[config.mk]
export PLATFORM = sky130hd
export DESIGN_NAME = uart_tx_buffer
export DESIGN_NICKNAME = d
export VERILOG_FILES = /design/src/rtl/uart_tx_buffer_pkg.sv /design/src/rtl/sync_fifo.sv /design/src/rtl/uart_tx_buffer.sv
export SDC_FILE = /design/constraint.sdc
export NUM_CORES = 1
export LEC_CHECK = 0
export BUFFER_PORTS_ARGS = -buffer_cell sky130_fd_sc_hd__buf_2
export CAP_MARGIN = 30
export CELL_PAD_IN_SITES_DETAIL_PLACEMENT = 1
export CELL_PAD_IN_SITES_GLOBAL_PLACEMENT = 2
export CORE_AREA = 2 2 143 117
export CTS_BUF_LIST = sky130_fd_sc_hd__clkbuf_2
export DETAILED_ROUTE_END_ITERATION = 12
export DIE_AREA = 0 0 145 119
export PLACE_DENSITY_LB_ADDON = 0.1
export REMOVE_ABC_BUFFERS = 1
export SETUP_SLACK_MARGIN = 0.1
export SLEW_MARGIN = 20
export SYNTH_ARGS = -nofsm -noshare
export SYNTH_HDL_FRONTEND = slang
export SYNTH_SLANG_ARGS = --single-unit
export TNS_END_PERCENT = 5
[constraint.sdc]
create_clock -name clk -period 4.11 [get_ports clk]
set_input_delay 0.6165 -clock clk [delete_from_list [all_inputs] [get_ports clk]]
set_output_delay 0.6165 -clock clk [all_outputs]
set_load 0.05 [all_outputs]
[src/rtl/uart_tx_buffer_pkg.sv]
// rtl/uart_tx_buffer_pkg.sv - shared addresses, status bit positions and drain FSM states
package uart_tx_buffer_pkg;

  // Default memory-mapped addresses of the transmit buffer
  localparam logic [31:0] UART_TX_ADDR     = 32'h0000_2001;
  localparam logic [31:0] UART_STATUS_ADDR = 32'h0000_2002;

  // Status word layout
  localparam int STATUS_FULL_BIT  = 0;
  localparam int STATUS_EMPTY_BIT = 1;
  localparam int STATUS_BUSY_BIT  = 2;
  localparam int STATUS_OCC_LSB   = 8;
  localparam int STATUS_OCC_MSB   = 15;

  // Drain FSM encodings
  typedef enum logic [1:0] {
    ST_IDLE  = 2'd0,
    ST_START = 2'd1,
    ST_BUSY  = 2'd2
  } drain_state_t;

endpackage

[src/rtl/sync_fifo.sv]
// rtl/sync_fifo.sv - first-word-fall-through synchronous FIFO with occupancy count
module sync_fifo #(
  parameter int WIDTH = 8,
  parameter int DEPTH = 16
) (
  input  logic                     clk,
  input  logic                     rst,
  input  logic                     push,
  input  logic                     pop,
  input  logic [WIDTH-1:0]         wdata,
  output logic [WIDTH-1:0]         rdata,
  output logic                     full,
  output logic                     empty,
  output logic [$clog2(DEPTH):0]   count
);

  localparam int AW = $clog2(DEPTH);
  localparam logic [AW:0] FULL_COUNT = DEPTH[AW:0];

  logic [WIDTH-1:0] mem [DEPTH];
  logic [AW-1:0]    wr_ptr;
  logic [AW-1:0]    rd_ptr;
  logic             do_push;
  logic             do_pop;

  // Guard both sides so a misbehaving caller cannot corrupt the count
  assign full    = (count == FULL_COUNT);
  assign empty   = (count == '0);
  assign do_push = push && !full;
  assign do_pop  = pop && !empty;

  // Head entry is visible without a read strobe
  assign rdata = mem[rd_ptr];

  // Storage array carries no reset; stale contents are unreachable once count is 0
  always_ff @(posedge clk) begin
    if (do_push) begin
      mem[wr_ptr] <= wdata;
    end
  end

  // Pointers wrap naturally because DEPTH is a power of two
  always_ff @(posedge clk) begin
    if (rst) begin
      wr_ptr <= '0;
      rd_ptr <= '0;
      count  <= '0;
    end else begin
      if (do_push) wr_ptr <= wr_ptr + 1'b1;
      if (do_pop)  rd_ptr <= rd_ptr + 1'b1;
      case ({do_push, do_pop})
        2'b10:   count <= count + 1'b1;
        2'b01:   count <= count - 1'b1;
        default: count <= count;
      endcase
    end
  end

endmodule

[src/rtl/uart_tx_buffer.sv]
// rtl/uart_tx_buffer.sv - CPU store queue draining into the uart_tx start/ready handshake
module uart_tx_buffer
  import uart_tx_buffer_pkg::*;
#(
  parameter int          DEPTH       = 16,
  parameter logic [31:0] TX_ADDR     = UART_TX_ADDR,
  parameter logic [31:0] STATUS_ADDR = UART_STATUS_ADDR
) (
  input  logic        clk,
  input  logic        rst,
  input  logic [31:0] data_addr,
  input  logic [31:0] data_WrData,
  input  logic        data_memwrite,
  input  logic        data_memread,
  output logic [31:0] status_rdata,
  output logic        stall,
  output logic [7:0]  tx_data,
  output logic        tx_start,
  input  logic        tx_ready
);

  logic                  tx_sel;
  logic                  fifo_push;
  logic                  fifo_pop;
  logic                  full;
  logic                  empty;
  logic [7:0]            head;
  logic [$clog2(DEPTH):0] count;
  logic [7:0]            occupancy;
  logic                  unused_wrdata;
  drain_state_t          state;

  // Only the low byte of a store is transmitted
  assign unused_wrdata = ^data_WrData[31:8];

  // Full is taken from the registered count, so a pop in the same cycle does not admit the store
  assign tx_sel    = data_memwrite && (data_addr == TX_ADDR);
  assign stall     = tx_sel && full;
  assign fifo_push = tx_sel && !full;
  assign fifo_pop  = (state == ST_IDLE) && !empty && tx_ready;

  // Occupancy field is 8 bits wide; larger counts are truncated
  assign occupancy = 8'(count);

  sync_fifo #(
    .WIDTH (8),
    .DEPTH (DEPTH)
  ) u_fifo (
    .clk   (clk),
    .rst   (rst),
    .push  (fifo_push),
    .pop   (fifo_pop),
    .wdata (data_WrData[7:0]),
    .rdata (head),
    .full  (full),
    .empty (empty),
    .count (count)
  );

  // Status word is driven only during a load from the status address
  always_comb begin
    status_rdata = '0;
    if (data_memread && (data_addr == STATUS_ADDR)) begin
      status_rdata[STATUS_FULL_BIT]                = full;
      status_rdata[STATUS_EMPTY_BIT]               = empty;
      status_rdata[STATUS_BUSY_BIT]                = (state != ST_IDLE);
      status_rdata[STATUS_OCC_MSB:STATUS_OCC_LSB]  = occupancy;
    end
  end

  // Drain FSM: launch the head byte, hold start until uart_tx drops ready, then wait for frame end
  always_ff @(posedge clk) begin
    if (rst) begin
      state    <= ST_IDLE;
      tx_start <= 1'b0;
      tx_data  <= 8'h00;
    end else begin
      case (state)
        ST_IDLE: begin
          if (fifo_pop) begin
            tx_data  <= head;
            tx_start <= 1'b1;
            state    <= ST_START;
          end
        end
        ST_START: begin
          if (!tx_ready) begin
            tx_start <= 1'b0;
            state    <= ST_BUSY;
          end
        end
        ST_BUSY: begin
          if (tx_ready) begin
            state <= ST_IDLE;
          end
        end
        default: begin
          tx_start <= 1'b0;
          state    <= ST_IDLE;
        end
      endcase
    end
  end

endmodule

==> impl_summary.md <==
Synthesis
The count of different cell masters after synthesis is 47. Summing the areas of all xor and xnor instances in the mapped netlist gives 0.799% of the synthesized area. Summing the areas of all fa, ha and maj instances in the mapped netlist gives 1.71% of the synthesized area. The count of flip-flops with a built-in enable after synthesis is 128. Of the synthesized area, sequential elements account for 65.8%.

The most frequently used flop master after synthesis is sky130_fd_sc_hd__edfxtp_1. After synthesis the netlist holds a flip-flop and latch count of 152. The count of warnings emitted by yosys is 0.

The average footprint of a synthesized cell is 16.2 um^2. The combined area of all synthesized cells is 6570 um^2. The largest family of logic cells by synthesized area is multiplexers.

The compound-gate portion of the synthesized area is 3.29%. The share of synthesized registers carrying an async set or reset is 0%. The mux contribution to synthesized area is 14.2%. After Yosys synthesis, and, or, nand and nor cells account for 9.25% of the synthesized area. The gate count after technology mapping is 405.

Setup path
On the worst path, the slowest cell contributes a delay of 620 ps. The biggest fanout along the worst timing path is 10. Together, buffers and inverters on the worst path number 0. At the worst endpoint, the required time is 4770 ps.

The worst setup path is captured at a flop. The worst path arrival time is 4050 ps. The nature of the critical path startpoint is a flop.

Walking the worst path, the cells encountered are or4_1, nor2_1, or4_1, ha_1, ha_1, or4b_2, a21oi_1, a31oi_1, nand3_1. The kind of critical path is reg2reg. Broken down by cell family, the worst path's largest delay share belongs to simple AND/OR/NAND/NOR gates. The slowest stage of the critical path is the sky130_fd_sc_hd__or4_1 cell.

STA
The post-route clock period utilization is 82.5%. The final count of pins violating max slew is 0. The hold violation total from the final report is 0. Setup repair after global routing left no endpoint under its margin. Counting I/O delays and the setup requirement, the final critical path takes 3390 ps. Final hold analysis gives a worst-case slack of 281 ps.

The number of setup violations in the final report is 0. The worst pin sits at a relative slew slack of 47.6%. The transition time at the pin with the least slew margin is 785 ps.

The final sum of negative setup slack is 0 ps. The maximum frequency from static timing analysis is 295 MHz. The clock arrives with 29.0 ps of skew.

Power
Internal power comes to 2.24 mW. The power per unit of standard cell area is 438 nW/um^2. The power dissipated by switching net loads is 1.02 mW.

The switching fraction of total power is 31.2%. The relative contribution of combinational cells to total power is 17.9%. The peak supply drop is 208 uV.

In this run the static leakage power is 2.54 nW. Overall power consumption after layout is estimated at 3.26 mW. In this run, the clock network consumes 27.3% of the power.

Sequential cells burn 54.8% of the power.

CTS
After clock tree synthesis, the clock-pin slew on the worst setup and hold paths is 240 ps. TritonCTS built the clock tree. The number of CTS-inserted buffers is 17. The number of buffers between clock root and the deepest sink is 2.

The total number of H-tree levels is 4. Clock tree synthesis found a total of 152 sinks. Clock latency on the worst-skew pair, taken at its later pin, is 700 ps. The cell at the root of the clock tree is sky130_fd_sc_hd__clkbuf_2.

Cells and area
The area growth from synthesis to layout is 13.1%. The leading cell type in the layout, fill and taps excluded is sky130_fd_sc_hd__edfxtp_1. The final net count is 565. Fill cells in the final layout number 1624.

0 antenna diodes ended up in the layout. The core utilization of the finished layout is 46.4%. The post-route standard cell area excluding fillers is 7440 um^2. The post-route netlist has 33.8% of its cells at a drive strength greater than 1. In the layout the commonest cells are 128 x sky130_fd_sc_hd__edfxtp_1, 62 x sky130_fd_sc_hd__buf_2, 32 x sky130_fd_sc_hd__mux4_2, 25 x sky130_fd_sc_hd__buf_4, 24 x sky130_fd_sc_hd__conb_1.

Flow run
Max-cap violations in this run came to 0.

Drt
The DRC violation count after routing is 0. The routed layout has 3714 vias. The average via count per standard cell is 5.16.

The final layout contains routed wiring with a total length of 14.8 mm. Dividing the detail-routed wire length by the instance count gives 20.5 um. The detailed router finished its first iteration with 229 violations. The number of routed nets with antenna violations is 0. The first detailed-routing pass took 4 iterations.

Floorplanning
In this run the vertical extent of the chip is 119 um. The floorplan core area is 16000 um^2. The initial core utilization is 41.0%. The initialized floorplan defines 42 standard-cell rows. The width of the chip is 145 um.

The full die area is 17300 um^2. The I/O pin count is 111.

GRT
Entering global routing, the biggest net connects 35 pins. The wire length of the first global-routing pass is 22.8 mm. The initial antenna violation count came to 0. The total global routing overflow is 0. The number of global-route vias before repair is 3858. The global-route total usage across every layer is 17.9%.

Run status
The run finished with clean final reports.

Hold path
The path class of the tightest hold or removal check is in2reg.

Place
Port buffering added 62 buffers. The placed cell area is 7170 um^2. The total half-perimeter wirelength after legalization and detailed placement is 9.79 mm. At the end of routability-driven placement, the weighted congestion stood at 0.725.
-- power groups by stage --
| stage | Combinational [mW] | Clock, mW | Sequential, mW |
|---|---|---|---|
| 2_1_floorplan | 0.301 | 0 | 1.90 |
| 3_3_place_gp | 0.570 | 0 | 1.82 |
| 3_5_place_dp | 0.585 | 0 | 1.82 |
| 4_1_cts | 0.588 | 0.923 | 1.79 |
| 5_1_grt | 0.633 | 0.979 | 1.80 |
| 6_report | 0.583 | 0.889 | 1.79 |
-- timing repair --
item | in CTS | in global routing
hold buffers | 1 | 0
gates resized for setup | 0 | 0
endpoints found under the setup margin | 0 | 0
setup buffers | 0 | 0
endpoints found under the hold margin | 1 | 0
-- flip-flops by register name (all words and copies together), names as in the netlist --
signal         cells
u_fifo.mem       128
u_fifo.wr_ptr      4
u_fifo.rd_ptr      4
state              2
u_fifo.count       5
tx_data            8
tx_start           1
-- stage by stage --
step           instances  worst slack, ps
4_1_cts              720              615
3_5_place_dp         687              566
6_report             720              721
3_3_place_gp         687              639
2_1_floorplan        380              605
5_1_grt              720              452
-- worst reg2reg max path: stages, from the launching register on --
cell	delay, ps
sky130_fd_sc_hd__dfxtp_1	460
sky130_fd_sc_hd__or4_1	620
sky130_fd_sc_hd__nor2_1	420
sky130_fd_sc_hd__or4_1	270
sky130_fd_sc_hd__ha_1	390
sky130_fd_sc_hd__ha_1	270
sky130_fd_sc_hd__or4b_2	590
sky130_fd_sc_hd__a21oi_1	150
sky130_fd_sc_hd__a31oi_1	60
sky130_fd_sc_hd__nand3_1	110
-- final timing paths --
| check | startpoint | end | slack, ps | cells past startpoint |
|---|---|---|---|---|
| worst max-delay path | u_fifo.count[2] | u_fifo.count[4] | 720 | 9 |
| worst max register to register | u_fifo.count[2] | u_fifo.count[4] | 720 | 9 |
| worst min register to register | tx_start | tx_start | 470 | 2 |
| worst min-delay path | data_WrData[5] | u_fifo.mem[8][5] | 280 | 1 |
-- layout make-up --
cell class | count | area (um^2) | area share [%]
sequential | 152 | 4330 | 58.2
multi-input combinational | 219 | 2030 | 27.3
timing repair buffer | 88 | 508 | 6.83
tap | 220 | 275 | 3.70
clock inverter | 15 | 175 | 2.36
clock buffer | 17 | 85.1 | 1.14
inverter | 9 | 33.8 | 0.454
-- Yosys cell counts (2+ instances only) --
cell type                  instances  area share [%]
sky130_fd_sc_hd__a211o_1           3            0.40
sky130_fd_sc_hd__a21oi_1           7            0.53
sky130_fd_sc_hd__and2_1            6            0.57
sky130_fd_sc_hd__buf_1             4            0.23
sky130_fd_sc_hd__buf_2             8            0.61
sky130_fd_sc_hd__buf_4            24             2.7
sky130_fd_sc_hd__clkbuf_1         11            0.63
sky130_fd_sc_hd__dfxtp_1          24             7.3
sky130_fd_sc_hd__edfxtp_1        128              58
sky130_fd_sc_hd__ha_1              9             1.7
sky130_fd_sc_hd__inv_1             9            0.51
sky130_fd_sc_hd__mux2_2            3            0.51
sky130_fd_sc_hd__mux2i_1          18             2.7
sky130_fd_sc_hd__mux4_2           32              11
sky130_fd_sc_hd__nand2_1          12            0.69
sky130_fd_sc_hd__nand2b_1          7            0.67
sky130_fd_sc_hd__nand3_1           2            0.15
sky130_fd_sc_hd__nand3b_1          9             1.0
sky130_fd_sc_hd__nand4_2           2            0.38
sky130_fd_sc_hd__nor2_1           14            0.80
sky130_fd_sc_hd__nor2b_1           2            0.19
sky130_fd_sc_hd__nor3_1           15             1.1
sky130_fd_sc_hd__nor3b_1           2            0.23
sky130_fd_sc_hd__nor4_1            7            0.67
sky130_fd_sc_hd__nor4_2            6             1.1
sky130_fd_sc_hd__o21ai_0           2            0.15
sky130_fd_sc_hd__o221ai_1          9             1.2
sky130_fd_sc_hd__or3_1             5            0.48
sky130_fd_sc_hd__or4_1             3            0.34
sky130_fd_sc_hd__xnor2_1           3            0.40
sky130_fd_sc_hd__xor2_1            3            0.40
-- kinds of logic after synthesis --
group,after synthesis
buffers and inverters,57
and+or+nand+nor,97
AOI/OAI and AO/OA,30
adders and majority gates,9
other,1
DFF,152
xor gates and xnor gates,6
muxes,53
-- routing by layer --
layer | GRT usage [%] | vias to the layer above | share of wire, %
met5 | 0 | - | 0
met4 | 5.51 | 0 | 1.1
met3 | 3.95 | 11 | 4.7
met2 | 27.9 | 78 | 47
met1 | 25.3 | 1913 | 47
li1 | - | 1712 | -
(Power assumes the default switching activity.)
